`config.mk`:
```
export PLATFORM = sky130hd
export DESIGN_NAME = tusca_controle_n
export DESIGN_NICKNAME = d
export VERILOG_FILES = /design/src/rtl/tusca_pkg.sv /design/src/rtl/tusca_classificador.sv /design/src/rtl/tusca_controle_n.sv
export SDC_FILE = /design/constraint.sdc
export NUM_CORES = 1
export LEC_CHECK = 0
export CAP_MARGIN = 10
export CORE_ASPECT_RATIO = 0.75
export CORE_MARGIN = 10
export CORE_UTILIZATION = 55
export DETAILED_ROUTE_END_ITERATION = 16
export PLACE_DENSITY = 0.88
export SYNTH_ARGS = -nofsm -noshare
export SYNTH_HDL_FRONTEND = slang
export SYNTH_SLANG_ARGS = --single-unit
```
`constraint.sdc`:
```
create_clock -name clock -period 5.3 [get_ports clock]
set_input_delay 1.06 -clock clock [delete_from_list [all_inputs] [get_ports clock]]
set_output_delay 1.06 -clock clock [all_outputs]
set_load 0.02 [all_outputs]
```
`src/rtl/tusca_pkg.sv`:
```
// tusca_pkg: shared FSM state codes and default parameter values.
// Purpose : one place for the controller's state enum and default constants.
// Latency : n/a (package). Backpressure: n/a.
package tusca_pkg;

  // State codes are visible on db_estado and must keep these values.
  typedef enum logic [3:0] {
    INICIAL        = 4'd0,
    MEDIR          = 4'd1,
    AGUARDA_MEDIDA = 4'd2,
    CLASSIFICA     = 4'd3,
    TRANSMITE      = 4'd4,
    AGUARDA_TX     = 4'd5,
    ESPERA_DELAY   = 4'd6,
    ERRO           = 4'd7
  } estado_t;

  localparam int N_NIVEIS_DEF       = 4;
  localparam int DATA_W_DEF         = 8;
  localparam int PERIODO_DELAY_DEF  = 100_000_000;
  localparam int TIMEOUT_DEF        = 50_000_000;
  localparam int MAX_TENTATIVAS_DEF = 3;
  localparam int HIST_DEF           = 2;

  function automatic int max_int(input int a, input int b);
    return (a > b) ? a : b;
  endfunction

endpackage

```
`src/rtl/tusca_classificador.sv`:
```
// tusca_classificador: temperature level from a set of thresholds.
// Latency : purely combinational. Backpressure: none.
// Ports   : temperatura (latched sample), lim_temp (slice i = threshold i),
//           nivel_atual (currently registered level), nivel_novo (proposed level).
// Config  : TUSCA_HISTERESE_EN enables hysteresis on downward level changes.
module tusca_classificador
  import tusca_pkg::*;
#(
  parameter int N_NIVEIS = N_NIVEIS_DEF,
  parameter int DATA_W   = DATA_W_DEF,
  parameter int HIST     = HIST_DEF,
  parameter int NIV_W    = $clog2(N_NIVEIS_DEF + 1)
) (
  input  logic [DATA_W-1:0]          temperatura,
  input  logic [N_NIVEIS*DATA_W-1:0] lim_temp,
  input  logic [NIV_W-1:0]           nivel_atual,
  output logic [NIV_W-1:0]           nivel_novo
);

  logic [NIV_W-1:0] contagem;

  // Plain count of thresholds reached; order of thresholds is irrelevant.
  always_comb begin
    contagem = '0;
    for (int i = 0; i < N_NIVEIS; i++) begin
      if (temperatura >= lim_temp[i*DATA_W +: DATA_W]) begin
        contagem = contagem + NIV_W'(1);
      end
    end
  end

`ifdef TUSCA_HISTERESE_EN
  logic [DATA_W-1:0] lim_sel;
  int                lim_h;

  always_comb begin
    // Threshold that put us on the current level.
    lim_sel = '0;
    for (int i = 0; i < N_NIVEIS; i++) begin
      if (i + 1 == int'(nivel_atual)) begin
        lim_sel = lim_temp[i*DATA_W +: DATA_W];
      end
    end
    // Release point sits HIST below it, clamped at zero.
    lim_h = int'({1'b0, lim_sel}) - HIST;
    if (lim_h < 0) begin
      lim_h = 0;
    end

    if (contagem >= nivel_atual) begin
      nivel_novo = contagem;
    end else if (int'({1'b0, temperatura}) < lim_h) begin
      nivel_novo = nivel_atual - NIV_W'(1);
    end else begin
      nivel_novo = nivel_atual;
    end
  end
`else
  assign nivel_novo = contagem;

  // Current level and hysteresis width only matter with hysteresis enabled.
  logic unused_sinais;
  assign unused_sinais = (^nivel_atual) ^ (HIST != 0);
`endif

endmodule

```
`src/rtl/tusca_controle_n.sv`:
```
// tusca_controle_n: periodic measure / classify / report controller.
// Latency : level and relay registered one cycle after CLASSIFICA; one-cycle
//           medir/transmite request pulses. Backpressure: waits on sensor
//           (bounded by TIMEOUT, MAX_TENTATIVAS retries) and on report done (unbounded).
// Ports   : clock, reset (async active-low), start/parar pulses, sensor handshake
//           (medir, pronto_medida, erro_medida, temperatura, umidade), thresholds
//           (lim_temp, lim_umidade), results (nivel, rele, erro_timeout), report
//           handshake (transmite, pronto_transmissao), db_estado state code.
// Config  : TUSCA_HISTERESE_EN (see tusca_classificador).
module tusca_controle_n
  import tusca_pkg::*;
#(
  parameter int N_NIVEIS       = N_NIVEIS_DEF,
  parameter int DATA_W         = DATA_W_DEF,
  parameter int PERIODO_DELAY  = PERIODO_DELAY_DEF,
  parameter int TIMEOUT        = TIMEOUT_DEF,
  parameter int MAX_TENTATIVAS = MAX_TENTATIVAS_DEF,
  parameter int HIST           = HIST_DEF
) (
  input  logic                             clock,
  input  logic                             reset,
  input  logic                             start,
  input  logic                             parar,
  output logic                             medir,
  input  logic                             pronto_medida,
  input  logic                             erro_medida,
  input  logic [DATA_W-1:0]                temperatura,
  input  logic [DATA_W-1:0]                umidade,
  input  logic [N_NIVEIS*DATA_W-1:0]       lim_temp,
  input  logic [DATA_W-1:0]                lim_umidade,
  output logic [$clog2(N_NIVEIS+1)-1:0]    nivel,
  output logic                             rele,
  output logic                             erro_timeout,
  output logic                             transmite,
  input  logic                             pronto_transmissao,
  output logic [3:0]                       db_estado
);

  localparam int NIV_W  = $clog2(N_NIVEIS + 1);
  localparam int CNT_W  = $clog2(max_int(PERIODO_DELAY, TIMEOUT) + 1);
  localparam int TENT_W = $clog2(MAX_TENTATIVAS + 1);

  estado_t           estado_q, estado_d;
  logic [CNT_W-1:0]  cnt_q, cnt_d;
  logic [TENT_W-1:0] tent_q, tent_d;
  logic [DATA_W-1:0] temp_q, temp_d;
  logic [DATA_W-1:0] umid_q, umid_d;
  logic [NIV_W-1:0]  nivel_q, nivel_d;
  logic              rele_q, rele_d;
  logic              erro_q, erro_d;

  logic [NIV_W-1:0]  nivel_calc;
  logic [CNT_W-1:0]  cnt_inc;
  logic [TENT_W-1:0] tent_inc;
  logic              fim_timeout, fim_delay, falha, esgotou;

  tusca_classificador #(
    .N_NIVEIS (N_NIVEIS),
    .DATA_W   (DATA_W),
    .HIST     (HIST),
    .NIV_W    (NIV_W)
  ) u_classificador (
    .temperatura (temp_q),
    .lim_temp    (lim_temp),
    .nivel_atual (nivel_q),
    .nivel_novo  (nivel_calc)
  );

  // Saturating increments; the counter is shared by the timeout and delay phases.
  assign cnt_inc     = (cnt_q == '1) ? cnt_q : cnt_q + CNT_W'(1);
  assign tent_inc    = (tent_q == '1) ? tent_q : tent_q + TENT_W'(1);
  assign fim_timeout = (cnt_q == CNT_W'(TIMEOUT - 1));
  assign fim_delay   = (cnt_q == CNT_W'(PERIODO_DELAY - 1));
  assign falha       = erro_medida || fim_timeout;
  assign esgotou     = !(tent_inc < TENT_W'(MAX_TENTATIVAS));

  // State register and datapath flops.
  always_ff @(posedge clock or negedge reset) begin
    if (!reset) begin
      estado_q <= INICIAL;
      cnt_q    <= '0;
      tent_q   <= '0;
      temp_q   <= '0;
      umid_q   <= '0;
      nivel_q  <= '0;
      rele_q   <= 1'b0;
      erro_q   <= 1'b0;
    end else begin
      estado_q <= estado_d;
      cnt_q    <= cnt_d;
      tent_q   <= tent_d;
      temp_q   <= temp_d;
      umid_q   <= umid_d;
      nivel_q  <= nivel_d;
      rele_q   <= rele_d;
      erro_q   <= erro_d;
    end
  end

  // Next state. parar overrides every other event; a valid sample beats a
  // simultaneous sensor error or timeout.
  always_comb begin
    estado_d = estado_q;
    if (parar) begin
      estado_d = INICIAL;
    end else begin
      case (estado_q)
        INICIAL:        if (start) estado_d = MEDIR;
        MEDIR:          estado_d = AGUARDA_MEDIDA;
        AGUARDA_MEDIDA: begin
          if (pronto_medida)  estado_d = CLASSIFICA;
          else if (falha)     estado_d = esgotou ? ERRO : MEDIR;
        end
        CLASSIFICA:     estado_d = TRANSMITE;
        TRANSMITE:      estado_d = AGUARDA_TX;
        AGUARDA_TX:     if (pronto_transmissao) estado_d = ESPERA_DELAY;
        ESPERA_DELAY:   if (fim_delay) estado_d = MEDIR;
        ERRO:           if (start) estado_d = MEDIR;
        default:        estado_d = INICIAL;
      endcase
    end
  end

  // Datapath updates tied to the current state.
  always_comb begin
    cnt_d   = cnt_q;
    tent_d  = tent_q;
    temp_d  = temp_q;
    umid_d  = umid_q;
    nivel_d = nivel_q;
    rele_d  = rele_q;
    erro_d  = erro_q;
    if (parar) begin
      rele_d = 1'b0;
    end else begin
      case (estado_q)
        INICIAL: begin
          if (start) begin
            tent_d = '0;
            erro_d = 1'b0;
          end
        end
        MEDIR: cnt_d = '0;
        AGUARDA_MEDIDA: begin
          if (pronto_medida) begin
            temp_d = temperatura;
            umid_d = umidade;
            tent_d = '0;
          end else if (falha) begin
            tent_d = tent_inc;
            if (esgotou) begin
              rele_d = 1'b0;
              erro_d = 1'b1;
            end
          end else begin
            cnt_d = cnt_inc;
          end
        end
        CLASSIFICA: begin
          nivel_d = nivel_calc;
          rele_d  = (umid_q >= lim_umidade);
        end
        // Hold the counter at zero so the delay phase starts counting from 0.
        AGUARDA_TX:   cnt_d = '0;
        ESPERA_DELAY: cnt_d = cnt_inc;
        ERRO: begin
          rele_d = 1'b0;
          if (start) begin
            erro_d = 1'b0;
            tent_d = '0;
          end
        end
        default: ;
      endcase
    end
  end

  // Moore request pulses: each state lasts exactly one cycle.
  always_comb begin
    medir     = 1'b0;
    transmite = 1'b0;
    case (estado_q)
      MEDIR:     medir     = 1'b1;
      TRANSMITE: transmite = 1'b1;
      default:   ;
    endcase
  end

  assign nivel        = nivel_q;
  assign rele         = rele_q;
  assign erro_timeout = erro_q;
  assign db_estado    = estado_q;

endmodule
```
# == Word-level counts from Yosys, hierarchy flattened ==
# Cells that the tools add are included.
# op_classes
add_sub_neg,5
order_cmp,6
n_eq_ne,24
muxes,33
n_bitwise,1
reduce_logical,14
# ops
op,count
$mux 27,3
$pmux 27 s3,1
$eq 27x27->1 const B,2
$ge 8x8->1,5
$pmux 4 s7,1
$add 27x1->27 const B,1
$eq 27x26->1 const B,1
$mux 4,6
$ne 3x3->1 const B,6
$eq 4x3->1 const B,4
$reduce_and 4->1,4
$mux 3,4
$mux 1,11
$eq 4x2->1 const B,2
$mux 2,4
$ne 2x2->1 const B,4
$add 3x1->3 const B,2
$reduce_and 6->1,1
$eq 4x1->1 const B,1
$logic_not 4->1,1
$ne 4x4->1 const B,1
$pmux 2 s2,1
$reduce_bool 4->1,1
$reduce_or 2->1,2
other kinds (14),14
# word_totals
regBits,54
in_bits,63
output_inout_bits,11
word_cells,91

# == Depth between registers and ports, before layout ==
# Gate-level depths: netlist of run 1.
# depth
depth_word,8
mapped_depth,15

# == Cells and area by module ==
# A second synthesis of run 1 with hierarchy kept.
# hier_totals
hier_cells,474
hier_area_um2,4234.1
# by_module_without_submodules
module,n_inst,cells_each,area_each_um2,seq_area_each_um2
tusca_controle_n,1,358,3355.7,1326.3
tusca_classificador,1,116,878.3,0.0

# == Worst setup path before layout of run 1 ==
# No wires, ideal clock.
# synth_timing
kind,input to register
startpoint,in lim_temp[0]
endpoint,reg nivel_q[2] (netlist: nivel[2])
t_arrival_ps,3027
required_time_ps,5171
setup_slack_ps,2143
stages,13
path_buffers,0
cell_sequence,ha_1 -> nand2b_1 -> a21oi_1 -> nor2b_1 -> o21ai_0 -> a21o_1 -> a21o_1 -> ha_1 -> xor2_1 -> ha_1 -> a21boi_0 -> xor2_1 -> o21ai_0
# synth_between
elab_chain_cells,8
# synth_lines
item,line_no,text
from (decl),tusca_controle_n.sv:29,"input logic [N_NIVEIS*DATA_W-1:0] lim_temp,"
$ge 8x8->1 *,tusca_classificador.sv:26,if (temperatura >= lim_temp[i*DATA_W +: DATA_W]) begin
$mux 1 *,tusca_classificador.sv:26,
$add 1x1->2,tusca_classificador.sv:27,contagem = contagem + NIV_W'(1);
$mux 3 *,tusca_classificador.sv:26,
$add 3x1->3,tusca_classificador.sv:27,
$mux 3 *,tusca_classificador.sv:26,
$add 3x1->3,tusca_classificador.sv:27,
$mux 3 *,tusca_classificador.sv:26,
to (signal assigned),tusca_controle_n.sv:94,nivel_q <= nivel_d;
to (decl),tusca_controle_n.sv:48,"logic [NIV_W-1:0] nivel_q, nivel_d;"
# Mark *: on every way between the ends. The rest lies on a longest branch, timed or not.
# A chain may end at the register's enable or synchronous reset.

# == Worst setup path in the final report of run 1 ==
# layout_timing
startpoint,reg estado_q[1] (netlist: db_estado[1])
endpoint,out medir
# layout_between
elab_chain_cells,2
# layout_lines
item,line_no,text
from (decl),tusca_controle_n.sv:43,"estado_t estado_q, estado_d;"
from (signal assigned),tusca_controle_n.sv:89,estado_q <= estado_d;
$eq 4x1->1,tusca_controle_n.sv:182,case (estado_q)
$mux 1,tusca_controle_n.sv:182,
to (decl),tusca_controle_n.sv:24,"output logic medir,"
# No other way between the ends.

==> results by group, run 1 <==
Run status
  • Status: complete, no violations

Route
  • Routed length per instance: about 18 um
  • Drt pass-1 iters: 5
  • 1st-iter DRT viols: 431
  • Routed Antenna Nets: 0
  • Vias per inst: 6.118
  • Via count: just under 4,000
  • Drt drc: 0
  • DRT Wirelength: 11,200 um

Logic synthesis
  • Largest cells by area after synthesis: dfrtp_1, ha_1, o21ai_0, nand2_1, inv_1
  • Top-area cell type share of the netlist area: ~33%
  • Ys flop type: dfrtp_1
  • Synth area leader: dfrtp_1
  • Net count after synthesis: around 580
  • Syn Inst Count: 471
  • Register bit count reported by yosys: 53
  • Sequential area share after synthesis: 32.82%
  • Synth Cell Area: approximately 4000 sq um
  • Ys async rst share: 100.0%
  • Yosys warnings: 0
  • Yosys cell types: 51
  • Synth Area per Inst: approximately 8.6 sq um
  • Post-synth EDFFs: 0

Worst setup path
  • CP top delay family: buffers and inverters
  • Worst Setup SP: db_estado[1]
  • Critical Path Fanout Max: 22
  • Critical path class: register to primary output
  • CP dominant cell by count: inv_1
  • Worst endpoint data arrival time: 2840 ps
  • CP Cell Sequence: inv_1 -> ha_1 -> inv_1 -> nor2_1 -> clkdlybuf4s50_1
  • CP bufs+invs: 3
  • CP Capture Type: primary output
  • Worst R2R Start: db_estado[1]
  • Setup crit start kind: register
  • CP peak stage delay: 670 ps
  • WP data required: 4240 ps
  • Highest-delay cell along the critical path: ha_1

CTS
  • CTS Buffer Depth: 2
  • PostCTS Resize Cnt: 0
  • Clock Latency Late Sink: between 300 and 400 ps
  • Clock-pin slew on the worst setup and hold paths: 100 ps
  • CTS tree: done
  • Postcts setup bufs: 0
  • CTS hold repair buffers: 0
  • TritonCTS Buffers: 5
  • H-tree depth: 2
  • CTS sink cnt: 53
  • Root buffer cell: clkbuf_8

Placed design
  • Final estimated routing congestion in global placement: ~0.95
  • Port Buffer Count: 72
  • DP Wirelength: 8661 um
  • Placed insts: about 630
  • Post-Place Cell Area: between 4000 and 5000 sq um

GRT
  • GRT Resource Usage Total: between 10% and 20%
  • Largest net degree at the start of global routing: 54
  • Initial antenna violation count: 0
  • Vias in the first global route: about 4,000
  • First-pass GRT wire length: around 19,000 um
  • GRT overflow: 0

Layout
  • Non-Filler Instances: around 640
  • Final instance area: ~4900 sq um
  • Nets: 647
  • Antenna diode instance count: 0
  • Most common cell after layout, fill and taps aside: clkdlybuf4s50_1
  • Share of cells above drive strength 1: ~6%
  • Most frequent cells in the layout: clkdlybuf4s50_1, nand2_1, dfrtp_1, ha_1, inv_1
  • Area Growth Syn to Fin: 22.11%

Timing
  • Clock Skews: 13.77 ps
  • Final-report setup violation count: 0
  • Slew @ Worst Pin: around 840 ps
  • Final Hold Fails: 0
  • Final hold slack: 505.2 ps
  • Minimum clock period: 3901 ps
  • Max Slew Vio Count: 0
  • RSZ-0062 raised after global routing: false
  • Final Cycle Share: around three quarters
  • Peak Freq: between 200 and 300 MHz
  • TNS Setup: 0 ps
  • Max-slew headroom: 43.72%

Die
  • Rows: 26
  • Initial Util: 58.05%
  • Chip height: between 90 and 100 um
  • IO Pins: 74
  • Width of the die: 119.0 um
  • Core ar.: roughly 7000 sq um
  • Die area: approximately 11,000 sq um

Worst hold path
  • Min-delay src: nivel[1]
  • HP Class: register to register

Pwr
  • Total power: roughly 2100 uW
  • Max VDD drop: approximately 0.23 mV
  • Pwr/cell area: approximately 420 nW/um^2
  • Leakage: between 0.002 and 0.0025 uW

Flow run
  • Max Cap Viol: 0
==> cells in the mapped netlist, drive strengths merged, types with 9 or more instances <==
| master | count |
|---|---|
| dfrtp | 53 |
| nand4 | 9 |
| o21ai | 46 |
| nor2 | 18 |
| ha | 48 |
| clkbuf | 11 |
| inv | 46 |
| nand2 | 53 |
| nor3 | 11 |
| a21oi | 32 |
| mux2 | 15 |
| a2111oi | 9 |
| nand3 | 14 |
==> through the flow <==
stage	util, %	worst slack (ps)
2_1_floorplan	-	2143
3_3_place_gp	69.21	1509
3_5_place_dp	69.21	1375
4_1_cts	70.88	1436
5_1_grt	70.88	1213
6_report	70.88	1399
==> worst paths after layout <==
kind                                   to  slack, ps  cells past startpoint
min in group asynchronous        cnt_q[2]        840                      2
worst min register to register   nivel[1]        510                      2
max in group asynchronous        nivel[0]       3980                      2
worst max register to register  cnt_q[26]       1910                      8
worst min-delay path             nivel[1]        510                      2
worst max-delay path                medir       1400                      5
==> per-layer routing <==
metal,share of wire [%],GRT usage (%)
met1,42,24.22
met2,48,34.47
met3,7.6,4.084
met4,2.2,6.288
met5,0,0
==> registers in the layout, summed over array words and instances, names as in the netlist <==
signal / cells
rele: 1
cnt_q: 27
erro_timeout: 1
db_estado: 3
temp_q: 8
nivel: 3
tent_q: 2
umid_q: 8
==> report_power, final <==
| group | total [uW] | leakage, uW | internal [uW] | switching (uW) |
|---|---|---|---|---|
| logic | 1120 | 0.00147 | 486 | 631 |
| clock network | 288 | 0.0000585 | 154 | 134 |
| registers | 663 | 0.000650 | 521 | 142 |
| total | 2070 | 0.00218 | 1160 | 906 |
==> final cells by class <==
| class | instances | area [sq um] |
|---|---|---|
| repair buffers | 75 | 738.2 |
| flip-flops and latches | 53 | 1326 |
| fillers | 546 | 2027 |
| clock inverters | 1 | 30.03 |
| inverters | 46 | 172.7 |
| well taps | 98 | 122.6 |
| multi-input cells | 355 | 2459 |
| clock buffers | 7 | 86.33 |
==> worst reg2reg max path: stages (launching register included) <==
cell	delay (ps)
dfrtp_1	480
inv_1	120
ha_1	470
nand3b_1	330
or4_1	470
o21ai_1	610
a21oi_1	360
a41oi_1	320
a21oi_1	70
==> cells by family after synthesis <==
family,count (synthesis),synth area share (%)
other,1,0.09279
xor gates and xnor gates,3,0.6503
muxes,19,5.170
buffers and inverters,63,6.347
AOI/OAI and AO/OA,140,22.38
and+or+nand+nor,144,17.68
DFF,53,32.82
adders and majority gates,48,14.86
No activity file was read; power rests on OpenSTA's default activity.
==> inputs of run 2 (changes only) <==
CORE_UTILIZATION = 48   (was 55)
PLACE_DENSITY = 0.82   (was 0.88)
clock period = 3.5 ns   (was 5.3 ns; I/O delays follow)
==> results by group, run 2 (same netlist as run 1, synthesis figures left out) <==
Run status
  • Status: complete, no violations

Route
  • DRT Wirelength: 11,190 um (about the same)
  • Drt drc: 0 (unchanged)
  • Routed Antenna Nets: 0 (unchanged)
  • Routed length per instance: 17.21 um (-2.4%)
  • Drt pass-1 iters: 6 (+1)
  • 1st-iter DRT viols: 364 (-16%)
  • Vias per inst: 5.860 (-4.2%)
  • Via count: 3,809 (-2.0%)

Die
  • IO Pins: 74 (unchanged)
  • Rows: 28 (+7.7%)
  • Width of the die: 126.0 um (+5.9%)
  • Initial Util: 50.16% (-7.9 points)
  • Chip height: 99.47 um (+5.5%)
  • Core ar.: 8058 sq um (+16%)
  • Die area: 12,530 sq um (+12%)

Worst hold path
  • HP Class: register to register

GRT
  • GRT Resource Usage Total: 17.48% (-2.4 points)
  • Vias in the first global route: 3,779 (-4.9%)
  • First-pass GRT wire length: 18,420 um (-2.0%)
  • Largest net degree at the start of global routing: 39 (-28%)
  • Initial antenna violation count: 0 (unchanged)
  • GRT overflow: 0 (unchanged)

Pwr
  • Sequential Power Share: 31.0% (-1.1 points)
  • Psw: 1387 uW (+53%)
  • Comb pwr share: 53.7% (-0.3 points)
  • Clk pwr share: 15.4% (+1.5 points)
  • Internal power: 1838 uW (+58%)
  • Pwr/cell area: 641.0 nW/um^2 (+53%)
  • Leakage: 0.002232 uW (+2.3%)
  • Max VDD drop: 0.3635 mV (+59%)
  • Sw frac: 43.01% (-0.81 points)

Worst setup path
  • Worst endpoint data arrival time: 3360 ps (+520 ps)
  • CP Capture Type: register
  • Setup crit start kind: input port
  • WP data required: 3680 ps (-560 ps)
  • Critical Path Fanout Max: 2 (-91%)
  • Critical path class: input port to register

Placed design
  • Port Buffer Count: 72 (unchanged)
  • Final estimated routing congestion in global placement: 0.9808 (+3.6%)
  • Placed insts: 642 (+2.4%)
  • DP Wirelength: 8636 um (-0.29%)

Layout
  • Max reg flops: 27 (unchanged)
  • Most common cell after layout, fill and taps aside: clkdlybuf4s50_1
  • Most frequent cells in the layout: clkdlybuf4s50_1, nand2_1, dfrtp_1, ha_1, inv_1
  • Area Growth Syn to Fin: 24.46%
  • Non-Filler Instances: 650 (+2.4%)
  • Largest regs: cnt_q: 27 flops, temp_q: 8 flops, umid_q: 8 flops
  • Share of cells above drive strength 1: 7.706% (+1.6 points)
  • Antenna diode instance count: 0 (unchanged)
  • Largest register by flop count: cnt_q
  • Nets: 655 (+1.2%)

Flow run
  • Max Cap Viol: 0 (unchanged)

CTS
  • CTS Buffer Depth: 2 (unchanged)
  • CTS tree: done
  • H-tree depth: 2 (unchanged)
  • PostCTS Resize Cnt: 0 (unchanged)
  • Postcts setup bufs: 0 (unchanged)
  • Clock-pin slew on the worst setup and hold paths: 70 ps (-30 ps)
  • TritonCTS Buffers: 5 (unchanged)
  • Root buffer cell: clkbuf_16
  • CTS sink cnt: 53 (unchanged)
  • Clock Latency Late Sink: 300 ps (about the same)
  • CTS hold repair buffers: 0 (unchanged)

Timing
  • Final-report setup violation count: 0 (unchanged)
  • Slew @ Worst Pin: 879.8 ps (+38.78 ps)
  • Max-slew headroom: 41.35% (-2.4 points)
  • Max Slew Vio Count: 0 (unchanged)
  • Final Hold Fails: 0 (unchanged)
  • RSZ-0062 raised after global routing: false
  • Clock Skews: 7.080 ps (-6.694 ps)
  • Minimum clock period: roughly 3200 ps
  • TNS Setup: 0 ps (unchanged)
  • Peak Freq: 314.6 MHz
  • Final Cycle Share: around 91%
run 2: cell count changes in the layout (fill, tap and decap cells not counted), sizes merged:
cell and change:
buf +8, clkinv +2, bufinv -1, clkbuf -2, clkinvlp +1
run 2: power groups by stage:
| stage | combinational [uW] | clock (uW) | sequential [uW] |
|---|---|---|---|
| floorplan | 1190 | 0 | 962 |
| global placement | 1620 | 0 | 990 |
| detailed placement | 1700 | 0 | 1000 |
| CTS | 1720 | 501 | 995 |
| global route | 1950 | 525 | 1030 |
| finish | 1730 | 496 | 998 |
run 2: final timing paths:
kind | startpoint | endpoint | slack, ps | cells after the start
setup reg to reg | temp_q[0] | nivel[2] | 660 | 14
hold / removal | nivel[2] | nivel[2] | 490 | 2
hold reg to reg | nivel[2] | nivel[2] | 490 | 2
min in group asynchronous | reset | cnt_q[2] | 500 | 1
max in group asynchronous | reset | rele | 2250 | 2
setup / recovery | lim_temp[8] | nivel[2] | 320 | 14
run 2: final cells by class:
type | instances | area [sq um]
Fill cell | 678 | 3028
Multi-Input combinational cell | 355 | 2459
Sequential cell | 53 | 1326
Timing Repair Buffer | 83 | 798.3
Inverter | 46 | 172.7
Tap cell | 105 | 131.4
Clock buffer | 5 | 125.1
Clock inverter | 3 | 17.52
run 2: critical path, stage by stage:
cell and delay [ps]:
clkdlybuf4s50_1 420, ha_1 290, nand2b_1 140, a21oi_1 160, nor2b_1 60, o21ai_0 160
a21o_1 190, a21o_1 130, ha_1 240, xor2_1 230, ha_1 180, a21boi_0 220
xor2_1 170, o21ai_0 80
run 2: stage by stage:
step	util, %	worst slack [ps]	cell area, sq um	hold slack [ps]	total power [uW]
global route	62.42	95.52	5030	521.0	3508
finish	62.42	320.9	5030	485.9	3224
floorplan	-	703.3	4041	404.4	2151
global placement	60.65	114.1	4887	469.8	2611
detailed placement	60.65	36.41	4887	473.8	2704
CTS	62.42	340.9	5030	489.9	3217
run 2: layer usage:
layer,share of wire [%],global-route usage (%),wire [um]
met1,44,22.45,4953
met2,47,29.03,5277
met3,6.7,3.183,745
met4,1.9,5.764,211
met5,0,0,0
